--- src/rtl/fcmp_pipe.sv ---
// fcmp_pipe: 2-stage single-precision feq/flt/fle unit with valid/ready on both sides.
// Optional FCMP_ZERO_EQ_EN makes +0 and -0 compare equal.
module fcmp_pipe #(
    parameter int TAG_W = 5
) (
    input  logic             clk,
    input  logic             rst,
    input  logic             flush,
    input  logic             in_valid,
    output logic             in_ready,
    input  logic [1:0]       in_op,
    input  logic [31:0]      in_x,
    input  logic [31:0]      in_y,
    input  logic [TAG_W-1:0] in_tag,
    output logic             out_valid,
    input  logic             out_ready,
    output logic [31:0]      out_res,
    output logic [TAG_W-1:0] out_tag
);
    logic             w_s2_adv, w_s1_adv, w_acc;
    logic [8:0]       w_esub;
    logic [24:0]      w_msub;
    logic             w_lt, w_eq, w_res;

    logic             r_s1_valid;
    logic [1:0]       r_s1_op;
    logic [TAG_W-1:0] r_s1_tag;
    logic             r_s1_sx, r_s1_sy, r_s1_eeq, r_s1_elt, r_s1_meq, r_s1_mlt, r_s1_xeq;
`ifdef FCMP_ZERO_EQ_EN
    logic             r_s1_zz;
`endif

    logic             r_s2_valid;
    logic             r_s2_res;
    logic [TAG_W-1:0] r_s2_tag;

    assign w_s2_adv = ~r_s2_valid | out_ready;
    assign w_s1_adv = ~r_s1_valid | w_s2_adv;
    assign in_ready = w_s1_adv & ~flush & ~rst;
    assign w_acc    = in_valid & in_ready;

    // Magnitude ordering comes from subtract borrows, one bit wider than the field.
    assign w_esub = {1'b0, in_x[30:23]} - {1'b0, in_y[30:23]};
    assign w_msub = {2'b0, in_x[22:0]} - {2'b0, in_y[22:0]};

    always_ff @(posedge clk) begin
        if (rst || flush)
            r_s1_valid <= 1'b0;
        else if (w_acc)
            r_s1_valid <= 1'b1;
        else if (w_s1_adv)
            r_s1_valid <= 1'b0;
    end

    always_ff @(posedge clk) begin
        if (w_acc) begin
            r_s1_op  <= in_op;
            r_s1_tag <= in_tag;
            r_s1_sx  <= in_x[31];
            r_s1_sy  <= in_y[31];
            r_s1_eeq <= (in_x[30:23] == in_y[30:23]);
            r_s1_elt <= w_esub[8];
            r_s1_meq <= (in_x[22:0] == in_y[22:0]);
            r_s1_mlt <= w_msub[24];
            r_s1_xeq <= (in_x == in_y);
`ifdef FCMP_ZERO_EQ_EN
            r_s1_zz  <= (in_x[30:0] == 31'd0) && (in_y[30:0] == 31'd0);
`endif
        end
    end

    always_comb begin
        w_lt = 1'b0;
        if (r_s1_sx & ~r_s1_sy)
            w_lt = 1'b1;
        else if (~r_s1_sx & r_s1_sy)
            w_lt = 1'b0;
        else if (r_s1_sx)
            w_lt = r_s1_eeq ? (~r_s1_mlt & ~r_s1_meq) : (~r_s1_elt & ~r_s1_eeq);
        else
            w_lt = r_s1_eeq ? r_s1_mlt : r_s1_elt;
`ifdef FCMP_ZERO_EQ_EN
        w_eq = r_s1_xeq | r_s1_zz;
        if (r_s1_zz)
            w_lt = 1'b0;
`else
        w_eq = r_s1_xeq;
`endif
        case (r_s1_op)
            2'b00:   w_res = w_eq;
            2'b01:   w_res = w_lt;
            2'b10:   w_res = w_lt | w_eq;
            default: w_res = 1'b0;
        endcase
    end

    always_ff @(posedge clk) begin
        if (rst) begin
            r_s2_valid <= 1'b0;
            r_s2_res   <= 1'b0;
            r_s2_tag   <= '0;
        end else if (flush) begin
            r_s2_valid <= 1'b0;
        end else if (w_s2_adv) begin
            r_s2_valid <= r_s1_valid;
            if (r_s1_valid) begin
                r_s2_res <= w_res;
                r_s2_tag <= r_s1_tag;
            end
        end
    end

    assign out_valid = r_s2_valid;
    assign out_res   = {31'b0, r_s2_res};
    assign out_tag   = r_s2_tag;
endmodule
--- config.mk ---
export PLATFORM = sky130hd
export DESIGN_NAME = fcmp_pipe
export DESIGN_NICKNAME = d
export VERILOG_FILES = /design/src/rtl/fcmp_pipe.sv
export SDC_FILE = /design/constraint.sdc
export NUM_CORES = 1
export LEC_CHECK = 0
export ABC_CLOCK_PERIOD_IN_PS = 3800
export CELL_PAD_IN_SITES_DETAIL_PLACEMENT = 1
export CELL_PAD_IN_SITES_GLOBAL_PLACEMENT = 2
export CORE_AREA = 4 4 98 100
export DETAILED_ROUTE_END_ITERATION = 10
export DIE_AREA = 0 0 102 104
export HOLD_SLACK_MARGIN = 0.05
export PLACE_DENSITY = 0.84
export SKIP_LAST_GASP = 1
export SYNTH_ARGS = -nofsm -noshare
export SYNTH_HDL_FRONTEND = slang
export SYNTH_SLANG_ARGS = --single-unit
--- constraint.sdc ---
create_clock -name clk -period 3.8 [get_ports clk]
set_clock_uncertainty 0.1 [all_clocks]
set_input_delay 0.38 -clock clk [delete_from_list [all_inputs] [get_ports clk]]
set_output_delay 0.38 -clock clk [all_outputs]
set_load 0.1 [all_outputs]
======== Word level (Yosys, flattened, before mapping) ========
Index checks and enable logic that the tools add are counted.
storage, ports and cells
  register bits ........................... 22
cells by class
  equal/unequal tests ..................... 5
  mux-type cells .......................... 8
  reductions and logical operators ........ 5
  bitwise gates (word level) .............. 20
  $add $sub $neg .......................... 2
operators by type and width
  kind                                                                    count
  32-bit equality test                                                    1
  23-bit by 23-bit subtractor with 24-bit output                          1
  23-bit equality test                                                    1
  1-bit inverter                                                          10
  8-bit by 8-bit subtractor with 9-bit output                             1
  8-bit equality test                                                     1
  1-bit AND                                                               7
  1-bit two-way mux                                                       7
  1-bit bitwise OR                                                        3
  1-bit case mux with 3 select lines                                      1
  3-bit AND reduction                                                     1
  2-bit by 1-bit equality test with 1-bit output (second input constant)  1
  2-bit equality test (second input constant)                             1
  2-bit logical NOT                                                       1
  2-bit nonzero test                                                      1
  2-bit OR reduction                                                      1
  1-bit logical OR                                                        1

======== Longest topological paths before layout ========
Gate-level depths: netlist of the first run.
  depth in word-level cells ............... 8
  depth in mapped cells ................... 7
  depth with buffers taken out ............ 7

======== Worst setup path before layout of the first run ========
No wires, ideal clock.
  kind .................................... register to register
  start point ............................. reg r_s2_valid (netlist: out_valid)
  end point ............................... reg r_s1_eeq (enable)
  buffers on the path ..................... 0
  slack ................................... -0.568 ns
  data required time ...................... 3.332 ns
  cell stages (with the launch flop) ...... 4
  setup time .............................. 0.368 ns
  period minus slack after synthesis ...... 4.368 ns
  arrival time ............................ 3.900 ns
  cell sequence ........................... dfxtp_1 -> nor2b_1 -> a211oi_1 -> and2_1
on the way
  longest elaborated chain between the ends .. 6
RTL lines
  what                    line  source
  start, declared         33    logic r_s2_valid;
  start signal, assigned  105   r_s2_valid <= r_s1_valid;
  1-bit inverter          37    assign w_s2_adv = ~r_s2_valid | out_ready;
  1-bit bitwise OR        37
  1-bit bitwise OR        38    assign w_s1_adv = ~r_s1_valid | w_s2_adv;
  1-bit AND (2 in a row)  39    assign in_ready = w_s1_adv & ~flush & ~rst;
  named net in_ready      10    output logic in_ready,
  1-bit AND               40    assign w_acc = in_valid & in_ready;
  named net w_acc         20    logic w_s2_adv, w_s1_adv, w_acc;
  end signal, assigned    61    r_s1_eeq <= (in_x[30:23] == in_y[30:23]);
  end, declared           28    logic r_s1_sx, r_s1_sy, r_s1_eeq, r_s1_elt, r_s1_meq, r_s1_mlt, r_s1_xeq;
The timed path passes the listed nets, and every way through them passes these cells.
A chain may end at the register's enable or synchronous reset.

======== Worst setup path after layout of the first run ========
  start point ............................. reg r_s2_tag[1] (netlist: out_tag[1])
  end point ............................... out out_tag[1]
RTL lines
  what                    line  source
  start, declared         35    logic [TAG_W-1:0] r_s2_tag;
  start signal, assigned  108   r_s2_tag <= r_s1_tag;
  end, declared           18    output logic [TAG_W-1:0] out_tag
No word-level cell between the ends.

==> results.txt, run 1 <==
----------------------------------------------------
[Route]
  Post-DR wirelength/cell ... 12.4 µm
  Number of iterations in the first detailed-routing pass ... 4
  Final antenna-violating net count ... 0
  Via count ... approximately 1500
  Iteration-0 DRC count of the detailed router ... 34
  Via density per instance ... a little under 4
  Aggregate routed wire length ... roughly 4800 µm
  DRC errors left ... 0

[Clock network]
  Clock tree from TritonCTS ... built
  Number of H-tree branching levels ... 1
  Clock slew at the register clock pins of the worst setup and hold paths ... ~0.08 ns
  Hold Buf Count CTS ... 0
  Clock tree sinks ... 22
  Cell at the root of the clock tree ... sky130_fd_sc_hd__clkbuf_8
  Post-cts gate resize count ... 0
  Buffer count from post-CTS setup fixing ... 0
  Clock latency on the worst-skew pair ... approximately 0.26 ns
  Maximum clock insertion buffer count ... 2
  Number of buffers added by the clock tree synthesis step ... 3

[Worst setup path]
  Critical path type ... flip-flop to output port
  Highest net fanout along the worst path ... 2
  Endpoint type of the worst setup path ... output port
  Largest delay contributor family on the critical path ... buffers and inverters
  Critical-path top delay cell ... sky130_fd_sc_hd__clkdlybuf4s50_1
  Kind of start point of the critical path ... flip-flop
  Buffering stage count on the worst path with inverters included ... 1
  Worst-path cell chain ... clkdlybuf4s50_1
  Data required time at the worst endpoint ... 3.32 ns
  Largest stage delay, worst path ... roughly 1.2 ns
  Arrival time worst endpoint ... 1.79 ns

[Synth]
  Gate count of the mapped netlist ... 195
  Async SR Flop Fraction ... 0%
  Post-synth cell types ... 32
  Share of the synthesized area in the top cell type ... between 20% and 30%
  Share of the synthesized area in compound gates (AO/OA/AOI/OAI) ... under 10%
  Synth Area in XOR/XNOR ... less than 1%
  Number of storage elements in the synthesis netlist ... 22
  Most used flip-flop cell after synthesis ... sky130_fd_sc_hd__edfxtp_1
  Fraction of synthesized area in multiplexers ... under 10%
  Mean instance size in the synthesized netlist ... 9.24 µm²
  Area contributors post-synth ... sky130_fd_sc_hd__edfxtp_1 23%, sky130_fd_sc_hd__ha_1 22%, sky130_fd_sc_hd__buf_4 13%
  Yosys warnings ... 0
  Mapped Area ... about 1800 µm²
  Main combinational cell family by area after synthesis ... adder cells
  Simple logic cell fraction of the synthesized area ... 12.2%
  Sequential area share after synthesis ... 32.2%
  Post-synthesis adder-cell area fraction ... around 22%
  Number of flops mapped to enable cells by yosys ... 14
  Cell type with the highest aggregate area in the netlist ... sky130_fd_sc_hd__edfxtp_1

[Final layout]
  Cell Count, Final, Fillers Out ... between 300 and 400
  Number of antenna cells inserted ... 0
  Fraction of layout instances using a drive strength above 1 ... under 10%
  P&R area growth vs syn ... 49.5%
  Post-route core utilization ... between 30 and 40%
  Fin area ... roughly 2700 µm²
  Nets ... just under 400
  Layout fillers ... 1016

[Timing]
  Worst hold slack after final layout ... about 0.41 ns
  Final worst setup slack ... roughly 1.5 ns
  Timing-limited maximum frequency ... ~440 MHz
  Number of setup violations in the final report ... 0
  Headroom to the max-slew limit ... between 30% and 40%
  Worst slew pin tran ... between 1 and 1.5 ns
  Final setup TNS ... 0 ns
  RSZ-0062 raised after global routing ... false
  Final Hold Vio Count ... 0
  Tmin final ... about 2.3 ns
  Share of the cycle needed by the critical path after routing ... roughly three fifths
  Number of slew-limit violations in the final report ... 0

[Global route]
  Number of antenna violations at the first check in global routing ... 0
  Remaining global-route overflow ... 0
  Vias in the first global route ... between 1500 and 2000
  Global-route wire length before repair ... 7500 µm
  All-layer global routing usage ... between 8 and 9%
  Largest net degree at the start of global routing ... 15

[Power and ir drop]
  Power per cell area ... about 280 nW/µm²
  Worst-case vdd ir drop ... slightly above 90 µV
  LEAKAGE ... around 1.2 nW
  Total chip power ... ~0.76 mW

[Floorplanning]
  Site Rows ... 34
  Initial core utilization ... 20.8%
  I/O Pins ... 115
  Horizontal die dimension ... just over 100 µm
  Die Span Y ... 104 µm
  Std-Cell Core Area ... about 8700 µm²
  Floorplan die area ... 10600 µm²

[Hold path]
  Class of the most critical hold timing path ... flip-flop to flip-flop

[Placed design]
  Half-perimeter wire length of the detailed placement result ... 4370 µm
  Instance area at placement ... approximately 2600 µm²
  Cell total after placement ... 383
  GP Congestion ... 0.687
  Placement Setup Slack ... about 1.4 ns
  Port Buf Inserts ... 83

[Job]
  Max-cap violations ... 0

[Outcome]
  Status ... completed

----------------------------------------------------
cell usage in the layout (no fill, tap or decap), types with 5 or more instances in the layout:
master / instances
sky130_fd_sc_hd__inv_1: 33
sky130_fd_sc_hd__nor2_1: 13
sky130_fd_sc_hd__edfxtp_1: 14
sky130_fd_sc_hd__ha_1: 31
sky130_fd_sc_hd__conb_1: 31
sky130_fd_sc_hd__nand4_1: 6
sky130_fd_sc_hd__dfxtp_1: 8
sky130_fd_sc_hd__mux2i_1: 5
sky130_fd_sc_hd__a21oi_1: 13
sky130_fd_sc_hd__clkdlybuf4s50_1: 82
cell usage after synthesis (all sizes together), types with 2 or more instances:
library cell and number:
nor2b 3, nand3 2, a21oi 13, ha 31
nor2 13, mux2i 5, inv 33, nand4 7
nand2 4, nor3 4, o21ai 4, buf 32
xnor2 2, dfxtp 8, edfxtp 14, a211oi 5
a21o 2
logic make-up after synthesis:
family	Yosys count
simple gates	39
other cells	1
buf+inv	66
fa+ha+maj	31
flops	22
xor+xnor	2
compound gates	29
mux	5
routing by layer:
layer	wire [µm]	up-vias	global-route usage (%)
met5	0	-	0
met4	53	0	2.25
met3	268	4	1.48
met2	2690	46	17.0
met1	1770	717	9.25
li1	-	768	-
power by group:
part           internal (mW)  switching [mW]
sequential             0.264         0.00395
combinational          0.110           0.212
clock                 0.0923          0.0744
total                  0.466           0.290
final timing paths:
| check | slack [ns] | cells after the start | startpoint | end |
|---|---|---|---|---|
| worst max-delay path | 1.53 | 1 | out_tag[1]$_SDFFE_PP0P_ | out_tag[1] |
| worst min-delay path | 0.41 | 2 | r_s1_tag[0]$_DFFE_PP_ | out_tag[0]$_SDFFE_PP0P_ |
| worst max register to register | 2.02 | 3 | out_valid$_SDFFE_PP0P_ | r_s1_op[0]$_DFFE_PP_ |
| worst min register to register | 0.41 | 2 | r_s1_tag[0]$_DFFE_PP_ | out_tag[0]$_SDFFE_PP0P_ |
worst register-to-register path, stage by stage, from the launching register on:
cell                       delay [ns]
sky130_fd_sc_hd__dfxtp_1         0.31
sky130_fd_sc_hd__nor2b_1         0.18
sky130_fd_sc_hd__a211oi_2        0.24
sky130_fd_sc_hd__and2_1          0.58
cell type report:
class                   instances  area [µm²]  area share [%]
multi-input cells             137         971            36.0
repair buffers                 83         828            30.7
flip-flops and latches         22         581            21.6
well taps                     108         135            5.02
inverters                      33         124            4.60
clock buffers                   4        55.1            2.04
No activity file was read; power rests on OpenSTA's default activity.
==> run 2: changes to the inputs <==
==> config.mk (replaced) <==
export PLATFORM = sky130hd
export DESIGN_NAME = fcmp_pipe
export DESIGN_NICKNAME = d
export VERILOG_FILES = /design/src/rtl/fcmp_pipe.sv
export SDC_FILE = /design/constraint.sdc
export NUM_CORES = 1
export LEC_CHECK = 0
export ABC_CLOCK_PERIOD_IN_PS = 2300
export CELL_PAD_IN_SITES_DETAIL_PLACEMENT = 1
export CELL_PAD_IN_SITES_GLOBAL_PLACEMENT = 2
export CORE_AREA = 4 4 100 102
export DETAILED_ROUTE_END_ITERATION = 10
export DIE_AREA = 0 0 104 106
export HOLD_SLACK_MARGIN = 0.05
export PLACE_DENSITY = 0.81
export SKIP_LAST_GASP = 1
export SYNTH_ARGS = -nofsm -noshare
export SYNTH_HDL_FRONTEND = slang
export SYNTH_SLANG_ARGS = --single-unit
==> constraint.sdc (replaced) <==
create_clock -name clk -period 2.3 [get_ports clk]
set_clock_uncertainty 0.1 [all_clocks]
set_input_delay 0.23 -clock clk [delete_from_list [all_inputs] [get_ports clk]]
set_output_delay 0.23 -clock clk [all_outputs]
set_load 0.1 [all_outputs]
==> run 2 against run 1 <==
Net effect:
- total power grew 71%
- core utilization decreased by 0.96 points
- non-clock buffer count is 2 higher
- setup slack got worse by 1.2 ns
- cell area increased by 1.7%
- die area rose by 3.9%
- sequential power is 65% higher
- hold slack worse by 0.0068 ns
- sequential share of layout area is 0.23 points lower
- routed wire length shrank 1.1%
- via count decreased by 0.72%
- first-iteration DRC count shrank 24%
==> results.txt, run 2 (synthesis results as in run 1) <==
----------------------------------------------------
[Global route]
  Remaining global-route overflow ... 0 (unchanged)
  Number of antenna violations at the first check in global routing ... 0 (unchanged)
  Largest net degree at the start of global routing ... 15 (unchanged)
  All-layer global routing usage ... 7.95% (was 8.70%)
  Global-route wire length before repair ... 7230 µm (was 7500 µm)
  Vias in the first global route ... 1637 (was 1634)

[Clock network]
  Buffer count from post-CTS setup fixing ... 0 (unchanged)
  Post-cts gate resize count ... 0 (unchanged)
  Number of H-tree branching levels ... 1 (unchanged)
  Clock tree from TritonCTS ... built (unchanged)
  Number of buffers added by the clock tree synthesis step ... 3 (unchanged)
  Maximum clock insertion buffer count ... 2 (unchanged)
  Clock tree sinks ... 22 (unchanged)
  Hold Buf Count CTS ... 0 (unchanged)
  Clock slew at the register clock pins of the worst setup and hold paths ... 0.08 ns (about the same)
  Clock latency on the worst-skew pair ... 0.26 ns (about the same)
  Cell at the root of the clock tree ... sky130_fd_sc_hd__clkbuf_8 (unchanged)

[Job]
  Max-cap violations ... 0 (unchanged)

[Hold path]
  Class of the most critical hold timing path ... flip-flop to flip-flop (unchanged)
  Worst hold path depth ... 2 (unchanged)

[Final layout]
  Number of antenna cells inserted ... 0 (unchanged)
  P&R area growth vs syn ... 52.1% (was 49.5%)
  Area occupied by multi-input gates ... 988 µm² (was 971 µm²)
  Nets ... 389 (was 387)
  Area of all sequential standard cells ... 584 µm² (was 581 µm²)
  Most common cell after layout, fill and taps aside ... sky130_fd_sc_hd__clkdlybuf4s50_1 (unchanged)
  Layout fillers ... 1095 (was 1016)
  Most frequent cells in the layout ... 75 x sky130_fd_sc_hd__clkdlybuf4s50_1, 33 x sky130_fd_sc_hd__inv_1, 31 x sky130_fd_sc_hd__ha_1, 31 x sky130_fd_sc_hd__conb_1, 14 x sky130_fd_sc_hd__edfxtp_1 (was 82 x sky130_fd_sc_hd__clkdlybuf4s50_1, 33 x sky130_fd_sc_hd__inv_1, 31 x sky130_fd_sc_hd__ha_1, 31 x sky130_fd_sc_hd__conb_1, 14 x sky130_fd_sc_hd__edfxtp_1)
  Fraction of layout instances using a drive strength above 1 ... 7.83% (was 3.58%)
  Cell Count, Final, Fillers Out ... 392 (was 387)

[Placed design]
  Port Buf Inserts ... 83 (unchanged)
  Placement Setup Slack ... 0.0188 ns (was 1.36 ns)
  Cell total after placement ... 388 (was 383)
  Half-perimeter wire length of the detailed placement result ... 4320 µm (was 4370 µm)
  GP Congestion ... 0.671 (was 0.687)

[Timing]
  Tmin final ... 1.97 ns
  Share of the cycle needed by the critical path after routing ... 85.6%
  Final Hold Vio Count ... 0 (unchanged)
  Number of setup violations in the final report ... 0 (unchanged)
  Number of slew-limit violations in the final report ... 0 (unchanged)
  Final worst setup slack ... 0.331 ns (was 1.53 ns)
  RSZ-0062 raised after global routing ... false (unchanged)
  Timing-limited maximum frequency ... about 510 MHz

[Worst setup path]
  Endpoint type of the worst setup path ... flip-flop (was output port)
  Reg2reg start ... out_valid$_SDFFE_PP0P_ (unchanged)
  Data required time at the worst endpoint ... 2.33 ns (was 3.32 ns)
  Critical path type ... primary input to flip-flop (was flip-flop to output port)
  Arrival time worst endpoint ... 2.00 ns (was 1.79 ns)
  Critical path origin ... in_y[21] (was out_tag[1]$_SDFFE_PP0P_)
  Worst reg2reg path endpoint ... r_s1_mlt$_DFFE_PP_ (was r_s1_op[0]$_DFFE_PP_)
  Kind of start point of the critical path ... primary input (was flip-flop)
  FF-to-FF setup slack ... 0.82 ns (was 2.02 ns)
  R2R depth ... 3 (unchanged)
  Highest net fanout along the worst path ... 3 (was 2)
  Worst Setup EP ... r_s1_xeq$_DFFE_PP_ (was out_tag[1])

[Route]
  Via count ... 1524 (was 1535)
  Number of iterations in the first detailed-routing pass ... 2 (was 4)
  Post-DR wirelength/cell ... 12.1 µm (was 12.4 µm)
  Aggregate routed wire length ... 4730 µm (was 4780 µm)
  DRC errors left ... 0 (unchanged)
  Final antenna-violating net count ... 0 (unchanged)
  Via density per instance ... 3.89 (was 3.97)
  Iteration-0 DRC count of the detailed router ... 26 (was 34)

[Power and ir drop]
  LEAKAGE ... 1.23 nW (was 1.19 nW)
  Power per cell area ... 471 nW/µm² (was 281 nW/µm²)
  Worst-case vdd ir drop ... 155 µV (was 93.3 µV)

[Floorplanning]
  Initial core utilization ... 19.8% (was 20.8%)
  I/O Pins ... 115 (unchanged)
  Horizontal die dimension ... 104 µm (was 102 µm)
  Site Rows ... 35 (was 34)
  Floorplan die area ... 11000 µm² (was 10600 µm²)
  Die Span Y ... 106 µm (was 104 µm)
  Std-Cell Core Area ... 9110 µm² (was 8680 µm²)

[Outcome]
  Status ... completed (unchanged)

----------------------------------------------------
run 2: layout make-up:
| class | count | share of cell area (%) |
|---|---|---|
| repair buffers | 85 | 30.6 |
| clock buffers | 4 | 2.42 |
| flip-flops and latches | 22 | 21.3 |
| inverters | 33 | 4.52 |
| multi-input cells | 137 | 36.1 |
| well taps | 111 | 5.07 |
run 2: layer usage:
metal	wire length (µm)	up-vias	track usage, %
li1	-	775	-
met1	1770	699	8.12
met2	2650	44	16.0
met3	236	6	1.64
met4	67	0	2.56
met5	0	-	0
run 2: worst min path at each step:
stage / startpoint / endpoint / slack (ns)
finish: r_s1_tag[2]$_DFFE_PP_ / out_tag[2]$_SDFFE_PP0P_ / 0.40
global route: in_tag[3] / r_s1_tag[3]$_DFFE_PP_ / 0.41
floorplan: flush / out_valid$_SDFFE_PP0P_ / 0.20
CTS: r_s1_tag[2]$_DFFE_PP_ / out_tag[2]$_SDFFE_PP0P_ / 0.41
global placement: r_s1_tag[1]$_DFFE_PP_ / out_tag[1]$_SDFFE_PP0P_ / 0.37
detailed placement: r_s1_tag[2]$_DFFE_PP_ / out_tag[2]$_SDFFE_PP0P_ / 0.38
run 2: power breakdown:
group	internal, mW	leakage [nW]	total (mW)	switching (mW)
Sequential	0.435	0.190	0.442	0.00727
Combinational	0.186	1.01	0.537	0.352
Clock	0.189	0.0339	0.310	0.122
Total	0.809	1.23	1.29	0.481
run 2: through the flow:
stage | setup TNS, ns | total power, mW | util (%) | area, µm² | hold slack, ns
global route | 0 | 1.36 | 30.1 | 2740 | 0.408
detailed placement | 0 | 0.992 | 29.4 | 2670 | 0.385
CTS | 0 | 1.31 | 30.1 | 2740 | 0.406
floorplan | -0.347 | 0.855 | - | 1940 | 0.199
finish | 0 | 1.29 | 30.1 | 2740 | 0.400
global placement | 0 | 0.984 | 29.4 | 2670 | 0.367
run 2: worst max-delay path, stage by stage:
cell                              delay, ns
sky130_fd_sc_hd__clkdlybuf4s50_1       0.46
sky130_fd_sc_hd__inv_1                 0.04
sky130_fd_sc_hd__ha_1                  0.31
sky130_fd_sc_hd__nand4_2               0.15
sky130_fd_sc_hd__nor4_2                0.34
sky130_fd_sc_hd__inv_1                 0.08
sky130_fd_sc_hd__nor3_2                0.20
sky130_fd_sc_hd__and3_1                0.17
